`src/rtl/l2_l1_fill_pkg.sv`:
```
// Shared widths, the URAM tag carried alongside read data, and small helpers
// for the L2->L1 fill engine.
package l2_l1_fill_pkg;
  localparam int L2_NSTRMS  = 16;
  localparam int L2_NCL     = 256;
  localparam int L1_NCL     = 16;
  localparam int DATA_WIDTH = 64;
  localparam int WAYS       = 8;
  localparam int BEATS      = 2;
  localparam int URAM_LAT   = 3;

  localparam int SID_W     = $clog2(L2_NSTRMS);
  localparam int L2PTR_W   = $clog2(L2_NCL);
  localparam int L1PTR_W   = $clog2(L1_NCL);
  localparam int BEAT_W    = (BEATS > 1) ? $clog2(BEATS) : 1;
  localparam int PEND_W    = $clog2(L1_NCL) + 1;
  localparam int BEAT_BITS = WAYS * DATA_WIDTH;
  localparam int RA_W      = SID_W + L2PTR_W + BEAT_W;
  localparam int WA_W      = SID_W + L1PTR_W + BEAT_W;

  typedef struct packed {
    logic              v;
    logic [SID_W-1:0]  sid;
    logic [BEAT_W-1:0] beat;
    logic              last;
  } tag_t;

  function automatic logic [L1PTR_W-1:0] fptr_inc(input logic [L1PTR_W-1:0] p);
    return (p == L1PTR_W'(L1_NCL - 1)) ? '0 : p + 1'b1;
  endfunction

  // Drop a tag whose stream is being flushed this cycle.
  function automatic tag_t tag_kill(input tag_t t, input logic [L2_NSTRMS-1:0] flush);
    tag_t r;
    r = t;
    if (flush[t.sid]) r.v = 1'b0;
    return r;
  endfunction
endpackage

```
`src/rtl/l2_l1_fill_pend.sv`:
```
// Per-stream completed-line counter and L1 fill pointer.
// Flush wins over completion/response; a same-cycle inc+dec cancels out.
module l2_l1_fill_pend
  import l2_l1_fill_pkg::*;
(
  input  logic               clk_i,
  input  logic               rst_i,
  input  logic               flush_i,
  input  logic               inc_i,
  input  logic               rsp_r_i,
  output logic               rsp_v_o,
  output logic [L1PTR_W-1:0] fptr_o
);
  logic [PEND_W-1:0]  pend_q, pend_d;
  logic [L1PTR_W-1:0] fptr_q, fptr_d;
  logic               dec;

  assign rsp_v_o = (pend_q != '0);
  assign dec     = rsp_v_o & rsp_r_i;
  assign fptr_o  = fptr_q;

  always_comb begin
    pend_d = pend_q;
    fptr_d = fptr_q;
    if (flush_i) begin
      pend_d = '0;
      fptr_d = '0;
    end else begin
      if (inc_i) fptr_d = fptr_inc(fptr_q);
      if (inc_i && !dec)      pend_d = pend_q + 1'b1;
      else if (!inc_i && dec) pend_d = pend_q - 1'b1;
    end
  end

  always_ff @(posedge clk_i) begin
    if (rst_i) begin
      pend_q <= '0;
      fptr_q <= '0;
    end else begin
      pend_q <= pend_d;
      fptr_q <= fptr_d;
    end
  end

  // Upstream only requests into free L1 slots, so the count never passes L1_NCL.
  a_no_overflow: assert property (@(posedge clk_i) disable iff (rst_i)
    !(inc_i && !dec && !flush_i && pend_q == PEND_W'(L1_NCL)));
endmodule

```
`src/rtl/l2_l1_fill.sv`:
```
// Per-channel L2->L1 fill engine: issues URAM beat reads, tracks them in a tag
// pipe matched to URAM latency, writes beats into the L1 slot and signals completion.
module l2_l1_fill
  import l2_l1_fill_pkg::*;
(
  input  logic                          clk1x,
  input  logic                          reset,
  input  logic                          i_addr_v,
  output logic                          i_addr_r,
  input  logic [SID_W-1:0]              i_addr_sid,
  input  logic [L2PTR_W-1:0]            i_addr_ptr,
  output logic                          o_uram_re,
  output logic [RA_W-1:0]               o_uram_ra,
  input  logic [BEAT_BITS-1:0]          i_uram_d,
  output logic                          o_we,
  output logic [WA_W-1:0]               o_wa,
  output logic [BEAT_BITS-1:0]          o_wd,
  input  logic [L2_NSTRMS-1:0]          i_rst_v,
  output logic [L2_NSTRMS-1:0]          o_rsp_v,
  input  logic [L2_NSTRMS-1:0]          o_rsp_r
);
  // Issue state: beat_cnt_q = beats still to issue after the current one (0 = idle).
  logic [BEAT_W-1:0]  beat_cnt_q, beat_cnt_d, nbeat_q, nbeat_d;
  logic [SID_W-1:0]   sid_q, sid_d;
  logic [L2PTR_W-1:0] ptr_q, ptr_d;
  logic               live_q, live_d;
  logic               re_q, re_d;
  logic [RA_W-1:0]    ra_q, ra_d;
  tag_t               tag_new;

  tag_t [URAM_LAT:0]  pipe_q;
  tag_t               wtag;
  logic               we_q, we_d, wlast_q;
  logic [WA_W-1:0]    wa_q, wa_d;
  logic [BEAT_BITS-1:0] wd_q;
  logic [SID_W-1:0]   wsid;
  logic               cmp;
  logic [L1PTR_W-1:0] wptr;

  logic [L2_NSTRMS-1:0][L1PTR_W-1:0] fptr;
  logic [L2_NSTRMS-1:0]              inc;

  assign i_addr_r  = ~reset & (beat_cnt_q == '0);
  assign o_uram_re = re_q;
  assign o_uram_ra = ra_q;
  assign o_we      = we_q;
  assign o_wa      = wa_q;
  assign o_wd      = wd_q;

  always_comb begin
    beat_cnt_d = beat_cnt_q;
    nbeat_d    = nbeat_q;
    sid_d      = sid_q;
    ptr_d      = ptr_q;
    live_d     = live_q;
    re_d       = 1'b0;
    ra_d       = ra_q;
    tag_new    = '0;
    if (beat_cnt_q == '0) begin
      if (i_addr_v && i_addr_r) begin
        re_d         = 1'b1;
        ra_d         = {i_addr_sid, i_addr_ptr, BEAT_W'(0)};
        beat_cnt_d   = BEAT_W'(BEATS - 1);
        nbeat_d      = BEAT_W'(1);
        sid_d        = i_addr_sid;
        ptr_d        = i_addr_ptr;
        live_d       = 1'b1;
        tag_new.v    = 1'b1;
        tag_new.sid  = i_addr_sid;
        tag_new.last = (BEATS == 1);
      end
    end else begin
      // A flushed line keeps reading its remaining beats, tagged dead.
      re_d         = 1'b1;
      ra_d         = {sid_q, ptr_q, nbeat_q};
      live_d       = live_q & ~i_rst_v[sid_q];
      beat_cnt_d   = beat_cnt_q - 1'b1;
      nbeat_d      = nbeat_q + 1'b1;
      tag_new.v    = live_d;
      tag_new.sid  = sid_q;
      tag_new.beat = nbeat_q;
      tag_new.last = (beat_cnt_q == BEAT_W'(1));
    end
  end

  // Completion of the line in the write stage bumps fptr at this edge; forward it
  // so a back-to-back line to the same stream lands in the next slot.
  assign wtag = pipe_q[URAM_LAT];
  assign wsid = wa_q[WA_W-1 -: SID_W];
  assign cmp  = we_q & wlast_q;
  assign wptr = (cmp && wsid == wtag.sid) ? fptr_inc(fptr[wtag.sid]) : fptr[wtag.sid];
  assign we_d = wtag.v & ~i_rst_v[wtag.sid];
  assign wa_d = {wtag.sid, wptr, wtag.beat};

  always_ff @(posedge clk1x) begin
    if (reset) begin
      beat_cnt_q <= '0;
      nbeat_q    <= '0;
      sid_q      <= '0;
      ptr_q      <= '0;
      live_q     <= 1'b0;
      re_q       <= 1'b0;
      ra_q       <= '0;
      pipe_q     <= '0;
      we_q       <= 1'b0;
      wlast_q    <= 1'b0;
      wa_q       <= '0;
      wd_q       <= '0;
    end else begin
      beat_cnt_q <= beat_cnt_d;
      nbeat_q    <= nbeat_d;
      sid_q      <= sid_d;
      ptr_q      <= ptr_d;
      live_q     <= live_d;
      re_q       <= re_d;
      ra_q       <= ra_d;
      pipe_q[0]  <= tag_kill(tag_new, i_rst_v);
      for (int k = 1; k <= URAM_LAT; k++) pipe_q[k] <= tag_kill(pipe_q[k-1], i_rst_v);
      we_q       <= we_d;
      if (we_d) begin
        wa_q    <= wa_d;
        wd_q    <= i_uram_d;
        wlast_q <= wtag.last;
      end
    end
  end

  for (genvar s = 0; s < L2_NSTRMS; s++) begin : g_strm
    assign inc[s] = cmp & (wsid == SID_W'(s));
    l2_l1_fill_pend u_pend (
      .clk_i   (clk1x),
      .rst_i   (reset),
      .flush_i (i_rst_v[s]),
      .inc_i   (inc[s]),
      .rsp_r_i (o_rsp_r[s]),
      .rsp_v_o (o_rsp_v[s]),
      .fptr_o  (fptr[s])
    );
  end

  a_no_req_on_flush: assert property (@(posedge clk1x) disable iff (reset)
    !(i_addr_v && i_rst_v[i_addr_sid]));
endmodule
```
`config.mk`:
```
export PLATFORM = sky130hd
export DESIGN_NAME = l2_l1_fill
export DESIGN_NICKNAME = d
export VERILOG_FILES = /design/src/rtl/l2_l1_fill_pkg.sv /design/src/rtl/l2_l1_fill_pend.sv /design/src/rtl/l2_l1_fill.sv
export SDC_FILE = /design/constraint.sdc
export NUM_CORES = 2
export LEC_CHECK = 0
export CORE_AREA = 2 2 427 429
export DETAILED_ROUTE_END_ITERATION = 8
export DIE_AREA = 0 0 429 431
export PLACE_DENSITY_LB_ADDON = 0.12
export SKIP_LAST_GASP = 1
export SLEW_MARGIN = 20
export SYNTH_ARGS = -nofsm -noshare
export SYNTH_HDL_FRONTEND = slang
export SYNTH_HIERARCHICAL = 1
export SYNTH_SLANG_ARGS = --single-unit
```
`constraint.sdc`:
```
create_clock -name clk1x -period 7.5 [get_ports clk1x]
set_clock_uncertainty 0.2 [all_clocks]
set_input_delay 2.25 -clock clk1x [delete_from_list [all_inputs] [get_ports clk1x]]
set_output_delay 2.25 -clock clk1x [all_outputs]
set_load 0.02 [all_outputs]
```
==> impl_metrics.yaml <==
setup_path:
  crit_required_ps: 5050
  cp_max_fo: 78
  regToRegStartpoint: "o_we"
  worst_ep_arrival_time_ps: 3430
  worst-r2r-cell-count: 10
  r2r-end: "g_strm[0].u_pend/pend_q[4]"
  critical_path_class: "primary input to output port"
  crit_path_end_kind: "output port"
  startpoint_type: "primary input"
  reg2reg_slack_ps: 3990
clocking:
  cts_tree: "done"
  cts_resized: 0
  clock-sinks: 724
  numCtsBuffers: 96
  postCtsHoldBufs: 0
  path_clk_slew_ps: 60
  post-cts-setup-buffer-count: 0
  clock_path_buffers: 3
  root_buffer: "clkbuf_16"
  htreeDepth: 3
  clk_latency_ps: 710
job:
  maxCapViolCount: 0
finish:
  fin_nets: 5287
  area_growth_pct: 46.5
  layout-drive-gt1-share_pct: 22.1
sta:
  fmax_mhz: 170
  worst_slew_pin_slew_ps: 1160
  min_period_ps: 5880
  finalWorstSetupSlack_ps: 1620
  setup_viol: 0
  tns_ps: 0
  finalHoldViolCount: 0
  rsz0062_at_grt: "false"
  drv_slew: 0
  fin_crit_sh_pct: 78.4
  relSlewSlack_pct: 22.9
global_route:
  first_global_vias: 28100
  gr-usage-met3_pct: 5.71
  use_met1_pct: 19.2
  grt_pass1_wl_um: 216000
  gr-usage-met2_pct: 27.0
  antenna_found_initial: 28
  gr-max-usage-layer: "met2"
  grtUsageTotal_pct: 16.0
  grt_overflow: 0
  grt_max_degree: 136
min_path:
  min_from: "pipe_q[8]"
  hold_path.class: "flop to flop"
  worstHoldEndpoint: "pipe_q[15]"
  whs_path_depth: 1
detailed_routing:
  route.detailed.drc: 0
  vias: 28500
  routed_via_density: 4.03
  drt_iter0_markers: 1420
  post_drt_wl_per_cell_um: 21.7
  routed_wl_um: 154000
  ant_nets: 0
  firstDrtPassIters: 4
synthesis:
  yosysSeqAreaShare_pct: 43.5
  synth-edff-count: 0
  synthFlopType: "dfxtp_1"
  synth_cell_type_count: 55
  synth.ff_latch_count: 724
  yosys_warnings: 6
  syn_avg_cell_area_um2: 9.23
  async_flop_share_pct: 0
  netlist_area_mm2: 0.0333
  synthesis.nets: 4262
  syn_inst: 3606
pwr:
  peakVddDrop_mv: 0.151
  power_density_mw_per_mm2: 184
  leakage_nw: 15.9
die:
  rows: 156
  die_w_um: 429
  io_pins: 1112
  fp.dieH_um: 431
  start_util_pct: 18.5
  fp.coreArea_mm2: 0.180
  dieArea_mm2: 0.185
place:
  io_buffers: 1111
  gp_congestion: 0.798
  hpwlAfterDp_um: 117000
  pre_cts_slack_ps: 1600
status:
  status: "completed"
## power breakdown
group	total (W)	switching [W]	internal, W
Sequential	0.00387	0.00000955	0.00386
Clock	0.00455	0.00189	0.00265
Combinational	0.000553	0.000235	0.000318
## cells in the mapped netlist (all sizes together) (6+ instances only)
library cell     n  area (µm²)
nand2         1168        5390
buf            160        1940
nor2           204         766
inv             68         255
or2             31         194
o22ai           15        93.8
dfxtp          724       14500
nor3            25         125
mux2i           66         661
nor4            15        93.8
ha              81        1010
mux4            41         957
a21o            23         173
a21oi          634        4670
a311oi          17         155
o21ai           17        85.1
nor2b           52         325
or4             16         120
nand4b          17         149
fa              16         320
or3             32         219
xor2            33         289
a22oi            6        50.1
nand3           42         215
clkbuf          68         255
## sequential cells by signal, indices dropped and copies added, names as in the netlist
signal                flops
ptr_q                     8
wlast_q                   1
o_uram_re                 1
sid_q                     4
o_we                      1
g_strm.u_pend/fptr_o     64
o_uram_ra                13
live_q                    1
pipe_q                   28
o_wd                    512
nbeat_q                   1
o_wa                      9
g_strm.u_pend/pend_q     80
beat_cnt_q                1
## logic make-up (layout without fill, tap and decap cells)
family	count (synthesis)	in the layout	synth area share [%]
flip-flops	724	724	43.5
XOR/XNOR	38	38	1.00
AO/OA/AOI/OAI	724	724	16.0
multiplexers	110	110	4.96
buffers and inverters	296	1395	7.36
adder cells (fa/ha/maj)	97	97	4.01
AND/OR/NAND/NOR	1617	1617	23.1
other	0	7	0
## final cells by class
class | count | area [µm²]
Sequential cell | 724 | 14500
Timing Repair Buffer | 1155 | 11700
Tap cell | 2370 | 2970
Fill cell | 19300 | 131000
Clock inverter | 16 | 128
Inverter | 68 | 255
Antenna cell | 7 | 17.5
Multi-Input combinational cell | 2586 | 16400
Clock buffer | 156 | 2900
## worst max-delay path by stage
| stage | start | end | slack, ps | depth (start not counted) |
|---|---|---|---|---|
| after floorplan | reset | i_addr_r | 2300 | 2 |
| after global placement | reset | i_addr_r | 1600 | 3 |
| after detailed placement | reset | i_addr_r | 1600 | 3 |
| after CTS | reset | i_addr_r | 1600 | 3 |
| after global routing | reset | i_addr_r | 1530 | 3 |
| final | reset | i_addr_r | 1620 | 3 |
## critical path, stage by stage
cell             delay, ps
buf_8                  390
nor2_1                 140
clkdlybuf4s50_1        590
## layer usage
layer	wire [µm]	part of all wire (%)
met3	11700	7.6
met1	63800	42
met4	3720	2.4
met5	115	0.075
met2	74400	48
## placed cells by master (no fill, tap or decap), types with 7 or more instances in the layout
cell             instances
or2_0                   15
nand2_1                767
nor3_1                  25
nor2_1                 204
or4_1                   16
or3_2                   15
or2_1                   16
nand2_2                400
nand3_1                 41
diode_2                  7
nor2b_1                 52
clkbuf_16               97
nor4_1                  15
xor2_1                  33
o21ai_0                 17
a21oi_1                234
buf_12                  16
clkbuf_8                25
fa_1                    16
a21o_1                  23
inv_1                   67
a21oi_2                400
mux2i_1                 66
mux4_2                  32
ha_1                    81
buf_4                   28
clkbuf_1                34
clkinv_2                12
clkdlybuf4s50_1       1110
o22ai_1                 15
or3_1                   17
nand4b_1                17
a311oi_1                16
mux4_1                   9
dfxtp_1                724
## through the flow
step | util, % | instances | hold slack (ps) | cell area (µm²) | power (W)
finish | 27.1 | 7082 | 242 | 48800 | 0.00897
global route | 27.1 | 7080 | 263 | 48800 | 0.00932
CTS | 27.1 | 7075 | 246 | 48800 | 0.00917
detailed placement | 25.4 | 6903 | 235 | 45700 | 0.00451
global placement | 25.4 | 6903 | 234 | 45700 | 0.00452
floorplan | - | 3606 | 214 | 33300 | 0.00411
Power figures use the tool's default switching activity.
